===== src/rtl/wb_rr_arbiter.sv =====
// Round-robin Wishbone arbiter: N masters share one slave-side bus, grants are
// held for a whole cyc, and a watchdog errors out strobes that no slave answers.
module wb_rr_arbiter #(
  parameter int N       = 2,
  parameter int AW      = 32,
  parameter int DW      = 32,
  parameter int TIMEOUT = 255
) (
  input  logic            clk,
  input  logic            reset,
  input  logic [N*AW-1:0] m_adr_i,
  input  logic [N*DW-1:0] m_dat_i,
  input  logic [N-1:0]    m_we_i,
  input  logic [N*4-1:0]  m_sel_i,
  input  logic [N-1:0]    m_stb_i,
  input  logic [N-1:0]    m_cyc_i,
  output logic [DW-1:0]   m_dat_o,
  output logic [N-1:0]    m_ack_o,
  output logic [N-1:0]    m_err_o,
  output logic [N-1:0]    m_rty_o,
  output logic [AW-1:0]   s_adr_o,
  output logic [DW-1:0]   s_dat_o,
  output logic            s_we_o,
  output logic [3:0]      s_sel_o,
  output logic            s_stb_o,
  output logic            s_cyc_o,
  input  logic [DW-1:0]   s_dat_i,
  input  logic            s_ack_i,
  input  logic            s_err_i,
  input  logic            s_rty_i,
  output logic [N-1:0]    gnt_o
);

  localparam int LW = (N > 1) ? $clog2(N) : 1;
  localparam int CW = (TIMEOUT > 1) ? $clog2(TIMEOUT) : 1;

  typedef enum logic {IDLE, BUSY} state_t;

  state_t          state;
  logic [LW-1:0]   last;
  logic [CW-1:0]   wd_cnt;

  logic            busy;
  logic            cyc_g;
  logic            stb_g;
  logic            resp;
  logic            stalled;
  logic            wd_fire;
  logic [LW:0]     pick;

  // Scan last+1, last+2, ... mod N; returns {found, winner index}.
  function automatic logic [LW:0] rr_pick(input logic [N-1:0] req,
                                          input logic [LW-1:0] prev);
    logic [LW:0] res;
    res = '0;
    for (int i = N; i >= 1; i--) begin
      logic [LW-1:0] idx;
      idx = LW'((int'(prev) + i) % N);
      if (req[idx]) res = {1'b1, idx};
    end
    return res;
  endfunction

  assign pick = rr_pick(m_cyc_i, last);
  assign busy = (state == BUSY);

  // Datapath: everything below is combinational from the registered grant.
  assign cyc_g   = busy & |(gnt_o & m_cyc_i);
  assign stb_g   = cyc_g & |(gnt_o & m_stb_i);
  assign resp    = s_ack_i | s_err_i | s_rty_i;
  assign stalled = stb_g & ~resp;
  assign wd_fire = (TIMEOUT != 0) && stalled && (int'(wd_cnt) == TIMEOUT - 1);

  assign s_cyc_o = cyc_g & ~wd_fire;
  assign s_stb_o = stb_g & ~wd_fire;
  assign m_ack_o = gnt_o & {N{s_ack_i & s_cyc_o}};
  assign m_rty_o = gnt_o & {N{s_rty_i & s_cyc_o}};
  assign m_err_o = gnt_o & {N{(s_err_i & s_cyc_o) | wd_fire}};
  assign m_dat_o = s_dat_i;

  always_comb begin
    s_adr_o = '0;
    s_dat_o = '0;
    s_we_o  = 1'b0;
    s_sel_o = '0;
    for (int k = 0; k < N; k++) begin
      if (gnt_o[k]) begin
        s_adr_o = m_adr_i[k*AW +: AW];
        s_dat_o = m_dat_i[k*DW +: DW];
        s_we_o  = m_we_i[k];
        s_sel_o = m_sel_i[k*4 +: 4];
      end
    end
  end

  // Control: grant FSM, round-robin pointer and watchdog counter.
  always_ff @(posedge clk or posedge reset) begin
    if (reset) begin
      state  <= IDLE;
      gnt_o  <= '0;
      last   <= LW'(N - 1);
      wd_cnt <= '0;
    end else begin
      case (state)
        IDLE: begin
          wd_cnt <= '0;
          if (pick[LW]) begin
            state <= BUSY;
            gnt_o <= {{(N-1){1'b0}}, 1'b1} << pick[LW-1:0];
            last  <= pick[LW-1:0];
          end
        end
        BUSY: begin
          if (!cyc_g) begin
            // Release; the mandatory IDLE cycle gives the next owner a fair scan.
            state  <= IDLE;
            gnt_o  <= '0;
            wd_cnt <= '0;
          end else if (stalled && !wd_fire) begin
            wd_cnt <= wd_cnt + CW'(1);
          end else begin
            wd_cnt <= '0;
          end
        end
        default: begin
          state  <= IDLE;
          gnt_o  <= '0;
          wd_cnt <= '0;
        end
      endcase
    end
  end

endmodule


===== config.mk =====
export PLATFORM = sky130hd
export DESIGN_NAME = wb_rr_arbiter
export DESIGN_NICKNAME = d
export VERILOG_FILES = /design/src/rtl/wb_rr_arbiter.sv
export SDC_FILE = /design/constraint.sdc
export NUM_CORES = 1
export LEC_CHECK = 0
export CORE_AREA = 3 3 112 114
export CTS_CLUSTER_SIZE = 8
export DETAILED_ROUTE_END_ITERATION = 7
export DIE_AREA = 0 0 115 117
export SLEW_MARGIN = 20
export SYNTH_ARGS = -nofsm -noshare
export SYNTH_HDL_FRONTEND = slang
export SYNTH_SLANG_ARGS = --single-unit

===== constraint.sdc =====
create_clock -name clk -period 1.8 [get_ports clk]
set_input_delay 0.36 -clock clk [delete_from_list [all_inputs] [get_ports clk]]
set_output_delay 0.36 -clock clk [all_outputs]
set_load 0.005 [all_outputs]

Yosys cells after proc, flatten, opt, wreduce, memory -nomap -nowiden

Index checks and enable logic that the tools add are counted.

Register bits after elaboration: 12
Latch bits: 0
RAM bits: 0
Memory bits (read-only): 0
Memories kept: 0

$add $sub $neg: 3
$mul: 0
Divide/modulo/power cells: 0
$lt $le $gt $ge: 2
Eq/ne operators: 3
Shift operators: 1
Muxes and demuxes: 23
Bitwise gates (word level): 19
Reductions and logical operators: 7

Operator list:

| cell                                                | count |
|---|---|
| two-way mux 32 bit                                  | 4 |
| two-way mux 8 bit                                   | 2 |
| case mux 8 bit (2 select lines)                     | 1 |
| bitwise AND 2 bit                                   | 5 |
| adder 8 x 1 -> 8 bit (second input constant)        | 1 |
| bitwise AND 1 bit                                   | 8 |
| == test 8 x 2 -> 1 bit (second input constant)      | 1 |
| two-way mux 1 bit                                   | 8 |
| two-way mux 2 bit                                   | 4 |
| two-way mux 4 bit                                   | 2 |
| < comparator 1 x 2 -> 1 bit (second input constant) | 2 |
| inequality test 2 bit (second input constant)       | 2 |
| case mux 2 bit (2 select lines)                     | 1 |
| AND reduction 2 bit                                 | 2 |
| OR reduction 2 bit                                  | 2 |
| NOT 1 bit                                           | 3 |
| bitwise OR 1 bit                                    | 3 |
| adder 1 bit (second input constant)                 | 2 |
| logical AND 1 bit                                   | 2 |
| case mux 1 bit (2 select lines)                     | 1 |
| left shift 1 x 1 -> 2 bit (first input constant)    | 1 |
| zero test 1 bit                                     | 1 |

Logic depth before layout (Yosys ltp)

Word-level depth: 11
Gate-level depth with buffers: 6

Worst setup path before layout

Ideal clock, no wire load.

Path kind: register -> output
Start point: reg gnt_o[0]
End point: out s_dat_o[10]
Arrival: 1388 ps
Slack: 52 ps
Stages on the path, launching flop included: 6
Buffers on the path: 3
Cell sequence: dfrtp_1 buf_2 nor2b_1 buf_2 buf_1 a22o_1

Word-level cells in the longest chain between the ends: 2

RTL lines:

| item                            | RTL line | RTL |
|---|---|---|
| from (decl)                     | 31       | `output logic [N-1:0] gnt_o` |
| from (signal assigned)          | 109      | `gnt_o <= {{(N-1){1'b0}}, 1'b1} << pick[LW-1:0];` |
| two-way mux 32 bit (2 in a row) | 87       | `if (gnt_o[k]) begin` |
| to (decl)                       | 22       | `output logic [DW-1:0] s_dat_o,` |

No other way between the ends.

Worst setup path after layout

Start point: reg gnt_o[0]
End point: out s_adr_o[7]

Word-level cells in the longest chain between the ends: 2

RTL lines:

| item                            | RTL line | RTL |
|---|---|---|
| two-way mux 32 bit (2 in a row) | 87       |  |
| to (decl)                       | 21       | `output logic [AW-1:0] s_adr_o,` |

No other way between the ends.

==> results.py <==
metrics = {
    "run_status": {
        "status": "complete, but fails checks",
        "violations": "negative setup slack",
    },
    "critical_path": {
        "cp-start-kind": "flop",
        "crit_required_ns": 1.44,
        "crit_type": "reg2out",
        "arrival_ns": 1.74,
        "cp-end-kind": "output port",
        "r2r_cells": 6,
        "path_max_fanout": 4,
    },
    "clocking": {
        "cts_buffers": 3,
        "clk_pin_slew_ns": 0.04,
        "ctsHoldBuffers": 0,
        "insertion_delay_ns": 0.24,
        "h-tree-depth": 1,
        "clock_path_buffers": 2,
        "cts_num_sinks": 12,
        "cts_tree": "done",
        "cts_root_buf": "clkbuf_16",
    },
    "timing": {
        "worst_pin_slew_ns": 0.494,
        "finalWorstPathRequiredPeriod_ns": 2.10,
        "worst_slack_ns": -0.297,
        "fin_worst_skew_ns": 0.00267,
        "finalHoldViolCount": 0,
        "rsz0062_at_grt": "true",
        "whs_ns": 0.446,
        "relSlewSlack": 0.670,
        "max_freq_ghz": 0.477,
        "slew_violations": 0,
        "min_period_over_period": 1.17,
        "finalSetupViolCount": 75,
    },
    "power_and_ir_drop": {
        "power_mw": 4.96,
        "p_sw_mw": 1.87,
        "p_per_area_nw_per_um2": 1160,
        "pwr-share-seq": 0.077,
        "ir_worst_vdd_mv": 0.406,
        "p_comb_frac": 0.840,
        "p_leak_nw": 1.93,
        "internal_power_mw": 3.09,
        "switching_share": 0.377,
        "clockPowerShare": 0.083,
    },
    "layout": {
        "final-seq-area_um2": 303,
        "multi_input_area_um2": 1130,
        "nets": 621,
        "diodes": 0,
        "drive_gt1_frac": 0.387,
        "final_cell_mix": "clkdlybuf4s50_1, buf_2, a22o_1",
        "nFillCells": 1188,
        "area_delta_synth_final_pct": 154,
        "design_area_um2": 4280,
        "final_common_cell": "clkdlybuf4s50_1",
        "stdcell_count": 582,
    },
    "route": {
        "viasPerCell": 4.43,
        "drtPass1Iterations": 4,
        "route.detailed.drc": 0,
        "drtIter0Drc": 99,
        "wl_per_cell_um": 18.5,
        "drtAntennaViolNets": 0,
        "wl_mm": 10.8,
        "num_vias": 2578,
    },
    "placed_design": {
        "portBuffers": 225,
        "dp.cells": 544,
        "place.gp.congestion": 0.774,
        "pre_cts_slack_ns": -0.995,
        "dp_hpwl_mm": 8.21,
        "post_dp_cell_area_um2": 4010,
    },
    "die": {
        "initial_core_util": 0.146,
        "io_pins": 290,
        "fp-row-count": 39,
        "coreArea_um2": 11500,
        "die_width_um": 115,
        "dieArea_um2": 13500,
        "die_y_um": 117,
    },
    "logic_synthesis": {
        "synth_edf_count": 0,
        "synth_flop_cell": "dfrtp_1",
        "syn_inst": 202,
        "async_flop_share": 1.00,
        "synth_area_um2": 1680,
        "syn-mean-instance-area_um2": 8.32,
        "syn_nets": 383,
        "synth.distinct_cells": 32,
        "ys_ff_latch": 12,
        "yosysSeqAreaShare": 0.179,
        "ys_warn_count": 0,
    },
    "grt": {
        "grt_pass1_vias": 2607,
        "grt_use_total": 0.134,
        "grt_pass1_wl_mm": 14.0,
        "grt.overflow.total": 0,
        "grt_start_max_net_pins": 28,
        "antenna_found_initial": 0,
    },
    "min_path": {
        "min_path_type": "in2async",
    },
    "run": {
        "maxCapViolCount": 0,
    },
}
## flip-flops by register name (all words and copies together), names as in the netlist
register  cells
busy          1
last          1
wd_cnt        8
gnt_o         2
## timing repair
item                       4_1_cts  5_1_grt
gates cloned                     6        2
setup buffers                   24        8
gates resized for setup        349       28
setup endpoints to repair       85       84
pin swaps                       24       27
## final cells by class
type / instances / area share
Clock buffer: 4 / 0.0184
Inverter: 6 / 0.00527
Multi-Input combinational cell: 133 / 0.263
Sequential cell: 12 / 0.0708
Tap cell: 143 / 0.0418
Timing Repair Buffer: 284 / 0.600
## power groups by stage
stage / Combinational, mW / Clock, mW / Sequential [mW]
2_1_floorplan: 1.39 / 0 / 0.363
3_3_place_gp: 3.60 / 0 / 0.359
3_5_place_dp: 3.61 / 0 / 0.360
4_1_cts: 4.01 / 0.414 / 0.374
5_1_grt: 4.47 / 0.431 / 0.387
6_report: 4.17 / 0.411 / 0.380
## cell families (layout without fill, tap and decap cells)
kind of cell	count (synthesis)	in the layout	synth area share
flops	12	12	0.179
simple gates	38	38	0.138
compound gates	90	90	0.447
fa+ha+maj	2	2	0.0149
xor+xnor	3	3	0.0156
buf+inv	57	294	0.205
## per-layer routing
| metal | wire [um] | global-route usage | up-vias | part of all wire |
|---|---|---|---|---|
| met5 | 0 | 0 | - | 0 |
| met4 | 51 | 0.0133 | 0 | 0.0047 |
| met3 | 989 | 0.0350 | 8 | 0.092 |
| met2 | 5650 | 0.253 | 153 | 0.52 |
| met1 | 4100 | 0.157 | 1193 | 0.38 |
| li1 | - | - | 1224 | - |
## cell usage after synthesis, drive strengths merged (2+ instances only)
master	n	area [um2]
nand2	11	41.3
and3	2	12.5
nand4	2	12.5
buf	39	278
inv	6	22.5
xor2	2	17.5
nor2	3	11.3
nand2b	2	12.5
clkbuf	12	45.0
nor3	5	50.1
nor3b	2	15.0
nand3	4	20.0
or3	4	30.0
a211oi	6	60.1
o21ai	7	35.0
ha	2	25.0
a31o	2	17.5
a21oi	5	25.0
a22o	68	596
dfrtp	11	275
## critical path, stage by stage (launching register included)
cell     delay (ns)
dfrtp_1        0.38
buf_6          0.12
nor2b_4        0.12
buf_6          0.12
buf_8          0.12
buf_16         0.12
buf_8          0.12
buf_6          0.11
a22o_1         0.16
buf_2          0.12
## metrics by stage
stage | util | setup TNS, ns
after floorplan | - | 0
after global placement | 0.348 | -21.39
after detailed placement | 0.348 | -21.90
after CTS | 0.364 | -12.89
after global routing | 0.371 | -17.96
final | 0.371 | -13.35
## final timing paths
path	to	slack, ns	from
hold reg to reg	last	0.51	last
max in group asynchronous	gnt_o[1]	0.99	reset
setup / recovery	s_adr_o[7]	-0.30	gnt_o[0]
min in group clk	last	0.51	last
setup reg to reg	wd_cnt[7]	0.08	gnt_o[0]
hold / removal	gnt_o[0]	0.45	reset
No activity file was read; power rests on OpenSTA's default activity.
